<file path="src/rtl/mips_multicycle_ctrl_if.sv">
// mips_multicycle_ctrl_if: control-unit bus between the sequencer (master) and memories/datapath (slave).
interface mips_multicycle_ctrl_if #(
    parameter int RETIRE_W = 32
);
    logic                run;
    logic [31:0]         imem_rdata;
    logic                imem_ack;
    logic                imem_req;
    logic                dmem_ack;
    logic                dmem_req;
    logic                dmem_we;
    logic [31:0]         ir_q;
    logic                ir_we;
    logic                pc_we;
    logic [1:0]          pc_src;
    logic                alu_src_imm;
    logic                rf_we;
    logic                rf_dst_rt;
    logic                link_we;
    logic                mem_to_reg;
    logic                fault;
    logic [RETIRE_W-1:0] retired;

    modport master (
        input  run, imem_rdata, imem_ack, dmem_ack,
        output imem_req, dmem_req, dmem_we, ir_q, ir_we, pc_we, pc_src, alu_src_imm,
               rf_we, rf_dst_rt, link_we, mem_to_reg, fault, retired
    );

    modport slave (
        output run, imem_rdata, imem_ack, dmem_ack,
        input  imem_req, dmem_req, dmem_we, ir_q, ir_we, pc_we, pc_src, alu_src_imm,
               rf_we, rf_dst_rt, link_we, mem_to_reg, fault, retired
    );
endinterface

</file>
<file path="src/rtl/mips_multicycle_ctrl.sv">
// mips_multicycle_ctrl: multi-cycle MIPS sequencer with opcode classing, bounded memory waits and retire count.
module mips_multicycle_ctrl #(
    parameter int TIMEOUT  = 15,
    parameter int RETIRE_W = 32
) (
    input logic                  clk,
    input logic                  rst,
    mips_multicycle_ctrl_if.master bus
);
    typedef enum logic [2:0] {FETCH, DECODE, EXEC, MEM, WB, HALT} state_e;

    state_e              state_q, state_d;
    logic [31:0]         ir_q;
    logic                fault_q, fault_d;
    logic [RETIRE_W-1:0] retired_q;
    logic [7:0]          cnt_q, cnt_d;
    logic [5:0]          op;
    logic                is_r, is_i, is_j, is_mem, is_ld, is_sw, legal;
    logic                imem_req, dmem_req, ir_we, req, ack, timeout, retire;

    assign op     = ir_q[31:26];
    assign is_r   = op == 6'b000000;
    assign is_j   = op inside {6'b000010, 6'b000011};
    assign is_ld  = op inside {6'b100000, 6'b100011};
    assign is_sw  = op == 6'b101011;
    assign is_mem = is_ld | is_sw;
    assign is_i   = is_mem | (op inside {6'b001000, 6'b001001, 6'b001100, 6'b001101, 6'b101010, 6'b001111});
    assign legal  = is_r | is_i | is_j;

    // A nonzero wait count keeps a fetch request alive even if run drops mid-wait.
    assign imem_req = state_q == FETCH && (bus.run || cnt_q != 8'd0);
    assign dmem_req = state_q == MEM;
    assign ir_we    = imem_req & bus.imem_ack;
    assign req      = imem_req | dmem_req;
    assign ack      = ir_we | (dmem_req & bus.dmem_ack);
    assign timeout  = req & ~ack & (cnt_q == 8'(TIMEOUT - 1));
    assign cnt_d    = (req & ~ack & ~timeout) ? cnt_q + 8'd1 : 8'd0;
    assign retire   = (state_q == EXEC && is_j) || (dmem_req && bus.dmem_ack && is_sw) || state_q == WB;
    assign fault_d  = fault_q | timeout | (state_q == DECODE && !legal);

    always_ff @(posedge clk) begin
        if (rst) begin
            state_q   <= FETCH;
            ir_q      <= 32'd0;
            fault_q   <= 1'b0;
            retired_q <= '0;
            cnt_q     <= 8'd0;
        end else begin
            state_q   <= state_d;
            ir_q      <= ir_we ? bus.imem_rdata : ir_q;
            fault_q   <= fault_d;
            retired_q <= retire ? retired_q + 1'b1 : retired_q;
            cnt_q     <= cnt_d;
        end
    end

    always_comb begin
        state_d = state_q;
        case (state_q)
            FETCH:   state_d = timeout ? HALT : ir_we ? DECODE : FETCH;
            DECODE:  state_d = legal ? EXEC : HALT;
            EXEC:    state_d = is_j ? FETCH : is_mem ? MEM : WB;
            MEM:     state_d = timeout ? HALT : !bus.dmem_ack ? MEM : is_sw ? FETCH : WB;
            WB:      state_d = FETCH;
            default: state_d = HALT;
        endcase
    end

    always_comb begin
        bus.imem_req    = imem_req;
        bus.dmem_req    = dmem_req;
        bus.dmem_we     = dmem_req & is_sw;
        bus.ir_q        = ir_q;
        bus.ir_we       = ir_we;
        bus.pc_we       = ir_we | (state_q == EXEC && is_j);
        bus.pc_src      = ir_we ? 2'b00 : (state_q == EXEC && is_j) ? 2'b01 : 2'b10;
        bus.alu_src_imm = state_q == EXEC && is_i;
        bus.rf_we       = state_q == WB;
        bus.rf_dst_rt   = state_q == WB && is_i;
        bus.link_we     = state_q == EXEC && op == 6'b000011;
        bus.mem_to_reg  = state_q == WB && is_ld;
        bus.fault       = fault_q;
        bus.retired     = retired_q;
    end
endmodule

</file>
<file path="src/flat_wrapper.sv">
// flat-port wrapper written by rule: the top's interface ports become plain ports
module mips_multicycle_ctrl_flat 
#(
    parameter int TIMEOUT  = 15,
    parameter int RETIRE_W = 32
)
  (clk, rst, bus_run, bus_imem_rdata, bus_imem_ack, bus_dmem_ack, bus_imem_req, bus_dmem_req, bus_dmem_we, bus_ir_q, bus_ir_we, bus_pc_we, bus_pc_src, bus_alu_src_imm, bus_rf_we, bus_rf_dst_rt, bus_link_we, bus_mem_to_reg, bus_fault, bus_retired);
  mips_multicycle_ctrl_if #(.RETIRE_W(RETIRE_W)) bus_i ();
  input logic clk;
  input logic rst;
  input wire logic [$bits(bus_i.run)-1:0] bus_run;
  input wire logic [$bits(bus_i.imem_rdata)-1:0] bus_imem_rdata;
  input wire logic [$bits(bus_i.imem_ack)-1:0] bus_imem_ack;
  input wire logic [$bits(bus_i.dmem_ack)-1:0] bus_dmem_ack;
  output wire logic [$bits(bus_i.imem_req)-1:0] bus_imem_req;
  output wire logic [$bits(bus_i.dmem_req)-1:0] bus_dmem_req;
  output wire logic [$bits(bus_i.dmem_we)-1:0] bus_dmem_we;
  output wire logic [$bits(bus_i.ir_q)-1:0] bus_ir_q;
  output wire logic [$bits(bus_i.ir_we)-1:0] bus_ir_we;
  output wire logic [$bits(bus_i.pc_we)-1:0] bus_pc_we;
  output wire logic [$bits(bus_i.pc_src)-1:0] bus_pc_src;
  output wire logic [$bits(bus_i.alu_src_imm)-1:0] bus_alu_src_imm;
  output wire logic [$bits(bus_i.rf_we)-1:0] bus_rf_we;
  output wire logic [$bits(bus_i.rf_dst_rt)-1:0] bus_rf_dst_rt;
  output wire logic [$bits(bus_i.link_we)-1:0] bus_link_we;
  output wire logic [$bits(bus_i.mem_to_reg)-1:0] bus_mem_to_reg;
  output wire logic [$bits(bus_i.fault)-1:0] bus_fault;
  output wire logic [$bits(bus_i.retired)-1:0] bus_retired;
  assign bus_i.run = bus_run;
  assign bus_i.imem_rdata = bus_imem_rdata;
  assign bus_i.imem_ack = bus_imem_ack;
  assign bus_i.dmem_ack = bus_dmem_ack;
  assign bus_imem_req = bus_i.imem_req;
  assign bus_dmem_req = bus_i.dmem_req;
  assign bus_dmem_we = bus_i.dmem_we;
  assign bus_ir_q = bus_i.ir_q;
  assign bus_ir_we = bus_i.ir_we;
  assign bus_pc_we = bus_i.pc_we;
  assign bus_pc_src = bus_i.pc_src;
  assign bus_alu_src_imm = bus_i.alu_src_imm;
  assign bus_rf_we = bus_i.rf_we;
  assign bus_rf_dst_rt = bus_i.rf_dst_rt;
  assign bus_link_we = bus_i.link_we;
  assign bus_mem_to_reg = bus_i.mem_to_reg;
  assign bus_fault = bus_i.fault;
  assign bus_retired = bus_i.retired;
  mips_multicycle_ctrl #(.TIMEOUT(TIMEOUT), .RETIRE_W(RETIRE_W)) u_core (.clk(clk), .rst(rst), .bus(bus_i));
endmodule
</file>
<file path="config.mk">
export PLATFORM = sky130hd
export DESIGN_NAME = mips_multicycle_ctrl_flat
export DESIGN_NICKNAME = d
export VERILOG_FILES = /design/src/rtl/mips_multicycle_ctrl_if.sv /design/src/rtl/mips_multicycle_ctrl.sv /design/src/flat_wrapper.sv
export SDC_FILE = /design/constraint.sdc
export NUM_CORES = 1
export LEC_CHECK = 0
export ABC_CLOCK_PERIOD_IN_PS = 2600
export BUFFER_PORTS_ARGS = -buffer_cell sky130_fd_sc_hd__buf_4
export CELL_PAD_IN_SITES_DETAIL_PLACEMENT = 1
export CELL_PAD_IN_SITES_GLOBAL_PLACEMENT = 2
export CORE_MARGIN = 1
export CORE_UTILIZATION = 29
export CTS_CLUSTER_SIZE = 28
export DETAILED_ROUTE_END_ITERATION = 8
export PLACE_DENSITY_LB_ADDON = 0.1
export SKIP_CTS_REPAIR_TIMING = 1
export SLEW_MARGIN = 15
export SYNTH_ARGS = -nofsm -noshare
export SYNTH_HDL_FRONTEND = slang
export SYNTH_SLANG_ARGS = --single-unit
</file>
<file path="constraint.sdc">
create_clock -name clk -period 2.6 [get_ports clk]
set_clock_uncertainty 0.15 [all_clocks]
set_input_delay 0.39 -clock clk [delete_from_list [all_inputs] [get_ports clk]]
set_output_delay 0.39 -clock clk [all_outputs]
set_load 0.02 [all_outputs]
</file>
Yosys cells after proc, flatten, opt, wreduce, memory -nomap -nowiden

Cells that the tools add are included.

Register bits: 76
Bits of input ports: 37
Output and inout port bits: 77
Word-level logic and storage cells: 72

Add/sub/neg operators: 2
Equal/unequal tests: 16
Multiplexer cells: 11
Bitwise gates (word level): 18
Reductions and logical operators: 20

Operators with widths:

| cell                    | number |
|---|---|
| $add A32 B1 Y32 const B | 1 |
| $eq A6 B4 Y1 const B    | 5 |
| $eq A6 B6 Y1 const B    | 4 |
| $mux W3                 | 7 |
| $pmux W3 S5             | 1 |
| $eq A6 B2 Y1 const B    | 2 |
| $logic_and A1 B1 Y1     | 9 |
| $or A1 B1 Y1            | 9 |
| $add A8 B1 Y8 const B   | 1 |
| $eq A8 B4 Y1 const B    | 1 |
| $reduce_bool A8 Y1      | 1 |
| $and A1 B1 Y1           | 6 |
| $eq A3 B2 Y1 const B    | 2 |
| $logic_not A6 Y1        | 1 |
| $reduce_bool A6 Y1      | 1 |
| $mux W2                 | 2 |
| $reduce_bool A2 Y1      | 2 |
| $eq A3 B1 Y1 const B    | 1 |
| $eq A3 B3 Y1 const B    | 1 |
| $logic_not A3 Y1        | 1 |
| $logic_or A1 B1 Y1      | 3 |
| $not A1 Y1              | 3 |
| $reduce_or A2 Y1        | 1 |
| $logic_not A1 Y1        | 1 |
| $mux W1                 | 1 |

Logic depth before layout (Yosys ltp)

Word-level depth: 12
Gate-level depth with buffers: 9
Gate-level depth less buffers: 8

Worst setup path after synthesis

OpenSTA, ideal clock, no wires.

Path type: register -> output
From: register u_core.cnt_q[0]
To: output bus_pc_src[1]
Arrival time: 1.983 ns
Data required time: 2.060 ns
Setup slack: 0.077 ns
Stages on the path, launching flop included: 9
Path buffers: 0
Path through: dfxtp_1 > inv_1 > ha_1 > nor4b_1 > a21oi_1 > nand2_1 > inv_2 > or2_2 > inv_1

Word-level cells in the longest chain between the ends: 5

RTL lines:

| what                   | line                       | source |
|---|---|---|
| from (decl)            | mips_multicycle_ctrl.sv:16 | `logic [7:0] cnt_q, cnt_d;` |
| from (signal assigned) | mips_multicycle_ctrl.sv:53 | `cnt_q <= cnt_d;` |
| $reduce_bool A8 Y1     | mips_multicycle_ctrl.sv:31 | `assign imem_req = state_q == FETCH && (bus.run \|\| cnt_q != 8'd0);` |
| $logic_or A1 B1 Y1     | mips_multicycle_ctrl.sv:31 |  |
| $logic_and A1 B1 Y1    | mips_multicycle_ctrl.sv:31 |  |
| net bus_imem_req       | flat_wrapper.sv:15         | `output wire logic [$bits(bus_i.imem_req)-1:0] bus_imem_req;` |
| $and A1 B1 Y1          | mips_multicycle_ctrl.sv:33 | `assign ir_we = imem_req & bus.imem_ack;` |
| $mux W2                | mips_multicycle_ctrl.sv:76 | `bus.pc_src = ir_we ? 2'b00 : (state_q == EXEC && is_j) ? 2'b01 : 2'b10;` |
| to (decl)              | flat_wrapper.sv:21         | `output wire logic [$bits(bus_i.pc_src)-1:0] bus_pc_src;` |

The timed path passes the listed nets, and every way through them passes these cells.

Final worst setup path

From: register u_core.cnt_q[0]
To: output bus_pc_src[1]

Word-level cells in the longest chain between the ends: 5

RTL lines:

| what                | line |
|---|---|
| $reduce_bool A8 Y1  | mips_multicycle_ctrl.sv:31 |
| $logic_or A1 B1 Y1  | mips_multicycle_ctrl.sv:31 |
| $logic_and A1 B1 Y1 | mips_multicycle_ctrl.sv:31 |
| $and A1 B1 Y1       | mips_multicycle_ctrl.sv:33 |
| $mux W2             | mips_multicycle_ctrl.sv:76 |

No other way between the ends.

==> impl_metrics.toml <==
[worst_setup_path]
crit_buf_inv = 4
path_depth = 9
crit_slowest_cell = "dfxtp_1"
rrSetupSlack_ns = 0.19
crit_family = "simple AND/OR/NAND/NOR gates"
rr_startpoint = "u_core.bus.retired[0]$_SDFFE_PP0P_"
worstPathArrival_ns = 1.95
crit_type = "reg -> out"
worstPathCellList = "inv_1 -> ha_1 -> nor4b_4 -> a21oi_2 -> nand2_1 -> inv_2 -> or2_2 -> inv_1 -> buf_4"
endpoint_kind = "output pin"
path_max_fanout = 5
start_kind = "register"
crit_top_cell = "inv_1"
cpPeakStageDelay_ns = 0.35
r2r_cells = 6
reg2reg_to = "u_core.bus.retired[24]$_SDFFE_PP0P_"
worstPathRequired_ns = 2.06

[grt]
grt_pass1_wl_mm = 17.29
grt_usage = 0.1730
grt.overflow.total = 0
grt_max_degree = 34
grt_pass1_vias = 3436
antenna_found_initial = 0

[cts]
clk_path_buf_depth = 2
clock-sinks = 76
clock_latency_ns = 0.34
cts_tree = "done"
cts.reportedPaths.clkPinSlew_ns = 0.06
root_buffer = "clkbuf_16"
cts_buffers = 9
htreeDepth = 3

[synthesis]
syn_inst = 428
avgSynthCellArea_sq_um = 8.291
netlist_top_cells_area = "dfxtp_1 43%, nand2_1 8.9%, xnor2_1 6.7%, a21oi_1 6.1%, nor2_1 4.2%"
synth_cell_types = 51
synth_seq_cells = 76
synth_largest_area_cell = "dfxtp_1"
seq_area_frac_synth = 0.4288
async_flop_share = 0
synth_commonest_cells = "84 x nand2_1, 76 x dfxtp_1, 43 x a21oi_1, 40 x nor2_1, 27 x xnor2_1"
synth_top_area_frac = 0.4288
ys_warn_count = 0
syn_nets = 469
synth.most_common_cell = "nand2_1"
syn_area_sq_mm = 0.003548
synth_ff_type = "dfxtp_1"
synth-edff-count = 0

[placed_design]
gp_congestion = 0.7446
dp.cells = 687
dpl.hpwl_mm = 7.656
io_buffers = 113

[die]
placementRows = 40
fp.dieArea_sq_mm = 0.01268
die-width_um = 112.6
io_pins = 114
initial_core_util = 0.2967
fp.coreArea_sq_mm = 0.01196
die_h_um = 112.6

[route]
drtIter0Drc = 106
routed_via_density = 4.923
dr.pass1.iters = 4
vias = 3466
drc_errors = 0
postRouteAntennaNets = 0
wl_per_cell_um = 15.48
wirelength_mm = 10.90

[sta]
setup_viol = 0
worst_pin_slew_ns = 0.6899
finalHoldViolCount = 0
min_period_ns = 2.487
slew_viol_final = 0
slew_headroom = 0.5386
tns_ns = 0
timing.fmax_mhz = 402.1
fin_crit_sh = 0.9565

[power]
p_per_area_mw_per_mm2 = 586.9
combPwrFrac = 0.152
p_sw_w = 0.0007636
p_leak_nw = 1.999
p_int_w = 0.002184
switching_share = 0.2590
pwr-share-clk = 0.426
p_seq_frac = 0.422
max-vdd-ir-drop_mv = 0.2422

[layout]
diodes = 0
final_layout_size_suffix_gt1_frac = 0.3088
multi_input_area_sq_mm = 0.001921
seqCellArea_sq_mm = 0.001521
area_delta_synth_final_pct = 41.57
fin_nets = 593
final_cells = 704
fillers = 1430

[hold_path]
min_path_cells = 3
min_from = "bus_imem_rdata[2]"
hp-class = "in -> reg"
min_to = "u_core.bus.ir_q[2]$_SDFFE_PP0P_"

[run]
cap_viol_max_count = 0

[outcome]
status = "finished clean"
## worst max-delay path by stage
stage,to,from,slack [ns]
after global placement,u_core.bus.retired[24]$_SDFFE_PP0P_,u_core.bus.retired[0]$_SDFFE_PP0P_,0.27
after CTS,bus_ir_we,u_core.cnt_q[0]$_SDFF_PP0_,-0.06
after detailed placement,u_core.bus.retired[24]$_SDFFE_PP0P_,u_core.bus.retired[0]$_SDFFE_PP0P_,0.21
final,bus_pc_src[1],u_core.cnt_q[0]$_SDFF_PP0_,0.11
after global routing,bus_pc_src[1],u_core.cnt_q[0]$_SDFF_PP0_,-0.01
after floorplan,bus_pc_src[1],u_core.cnt_q[0]$_SDFF_PP0_,0.08
## power groups by stage
stage / sequential [W] / clock, W / combinational (W)
floorplan: 0.00131 / 0 / 0.000186
global placement: 0.00127 / 0 / 0.000427
detailed placement: 0.00127 / 0 / 0.000431
CTS: 0.00124 / 0.00129 / 0.000432
global route: 0.00125 / 0.00135 / 0.000492
finish: 0.00124 / 0.00125 / 0.000449
## cell usage in the layout, fill, tap and decap left out, types with 5 or more instances in the layout
master / synthesis / routed
xnor2_1: 27 / 27
a211oi_1: 11 / 11
dfxtp_1: 76 / 76
nor2_1: 40 / 40
clkbuf_16: 0 / 10
inv_1: 8 / 8
xor2_1: 5 / 5
nand3_1: 17 / 17
a21oi_1: 43 / 42
a2111oi_2: 5 / 5
or3_1: 5 / 5
nand2_1: 84 / 84
buf_4: 0 / 135
nand4_1: 7 / 7
clkbuf_8: 0 / 5
and4_1: 5 / 5
## sequential cells by signal (all words and copies together), names as in the netlist
name,flops
u_core.bus.ir_q,32
u_core.bus.retired,32
u_core.cnt_q,8
u_core.state_q,3
u_core.bus.fault,1
## logic make-up (layout without fill, tap and decap cells)
family,count (synthesis),after routing,share of synthesized area
XOR/XNOR,32,32,0.07898
multiplexers,1,1,0.003173
buffers and inverters,34,163,0.03703
AND/OR/NAND/NOR,196,196,0.2754
adder cells (fa/ha/maj),4,4,0.01410
flip-flops,76,76,0.4288
AO/OA/AOI/OAI,85,85,0.1626
## cell type report
| type | instances | area share |
|---|---|---|
| multi-input cells | 318 | 0.3823 |
| flip-flops and latches | 76 | 0.3029 |
| repair buffers | 137 | 0.2107 |
| clock buffers | 16 | 0.06002 |
| well taps | 147 | 0.03661 |
| inverters | 10 | 0.007472 |
## stage by stage
| step | hold slack, ns | power, W | util | setup slack (ns) | cell area (sq um) |
|---|---|---|---|---|---|
| floorplan | 0.2911 | 0.001500 | - | 0.07731 | 3548 |
| global placement | 0.2928 | 0.001695 | 0.3895 | 0.2728 | 4659 |
| detailed placement | 0.2992 | 0.001701 | 0.3895 | 0.2080 | 4659 |
| CTS | 0.1341 | 0.002970 | 0.4147 | -0.06054 | 4961 |
| global route | 0.1532 | 0.003097 | 0.4200 | -0.01050 | 5024 |
| finish | 0.1494 | 0.002948 | 0.4200 | 0.1132 | 5024 |
## worst register-to-register path, cell delays in order (launching register included)
cell and delay (ns):
dfxtp_1 0.39, ha_1 0.21, nand2_1 0.12, or4_4 0.57, a21o_4 0.24, or4_1 0.51, a21oi_1 0.15
## metal layers
metal / wire [um] / part of all wire / GRT usage / up-vias
met1: 5070 / 0.47 / 0.2203 / 1636
met3: 595 / 0.055 / 0.03618 / 9
met5: 0 / 0 / 0 / -
met2: 5060 / 0.46 / 0.2840 / 88
li1: - / - / - / 1733
met4: 171 / 0.016 / 0.07200 / 0
(Power assumes the default switching activity.)
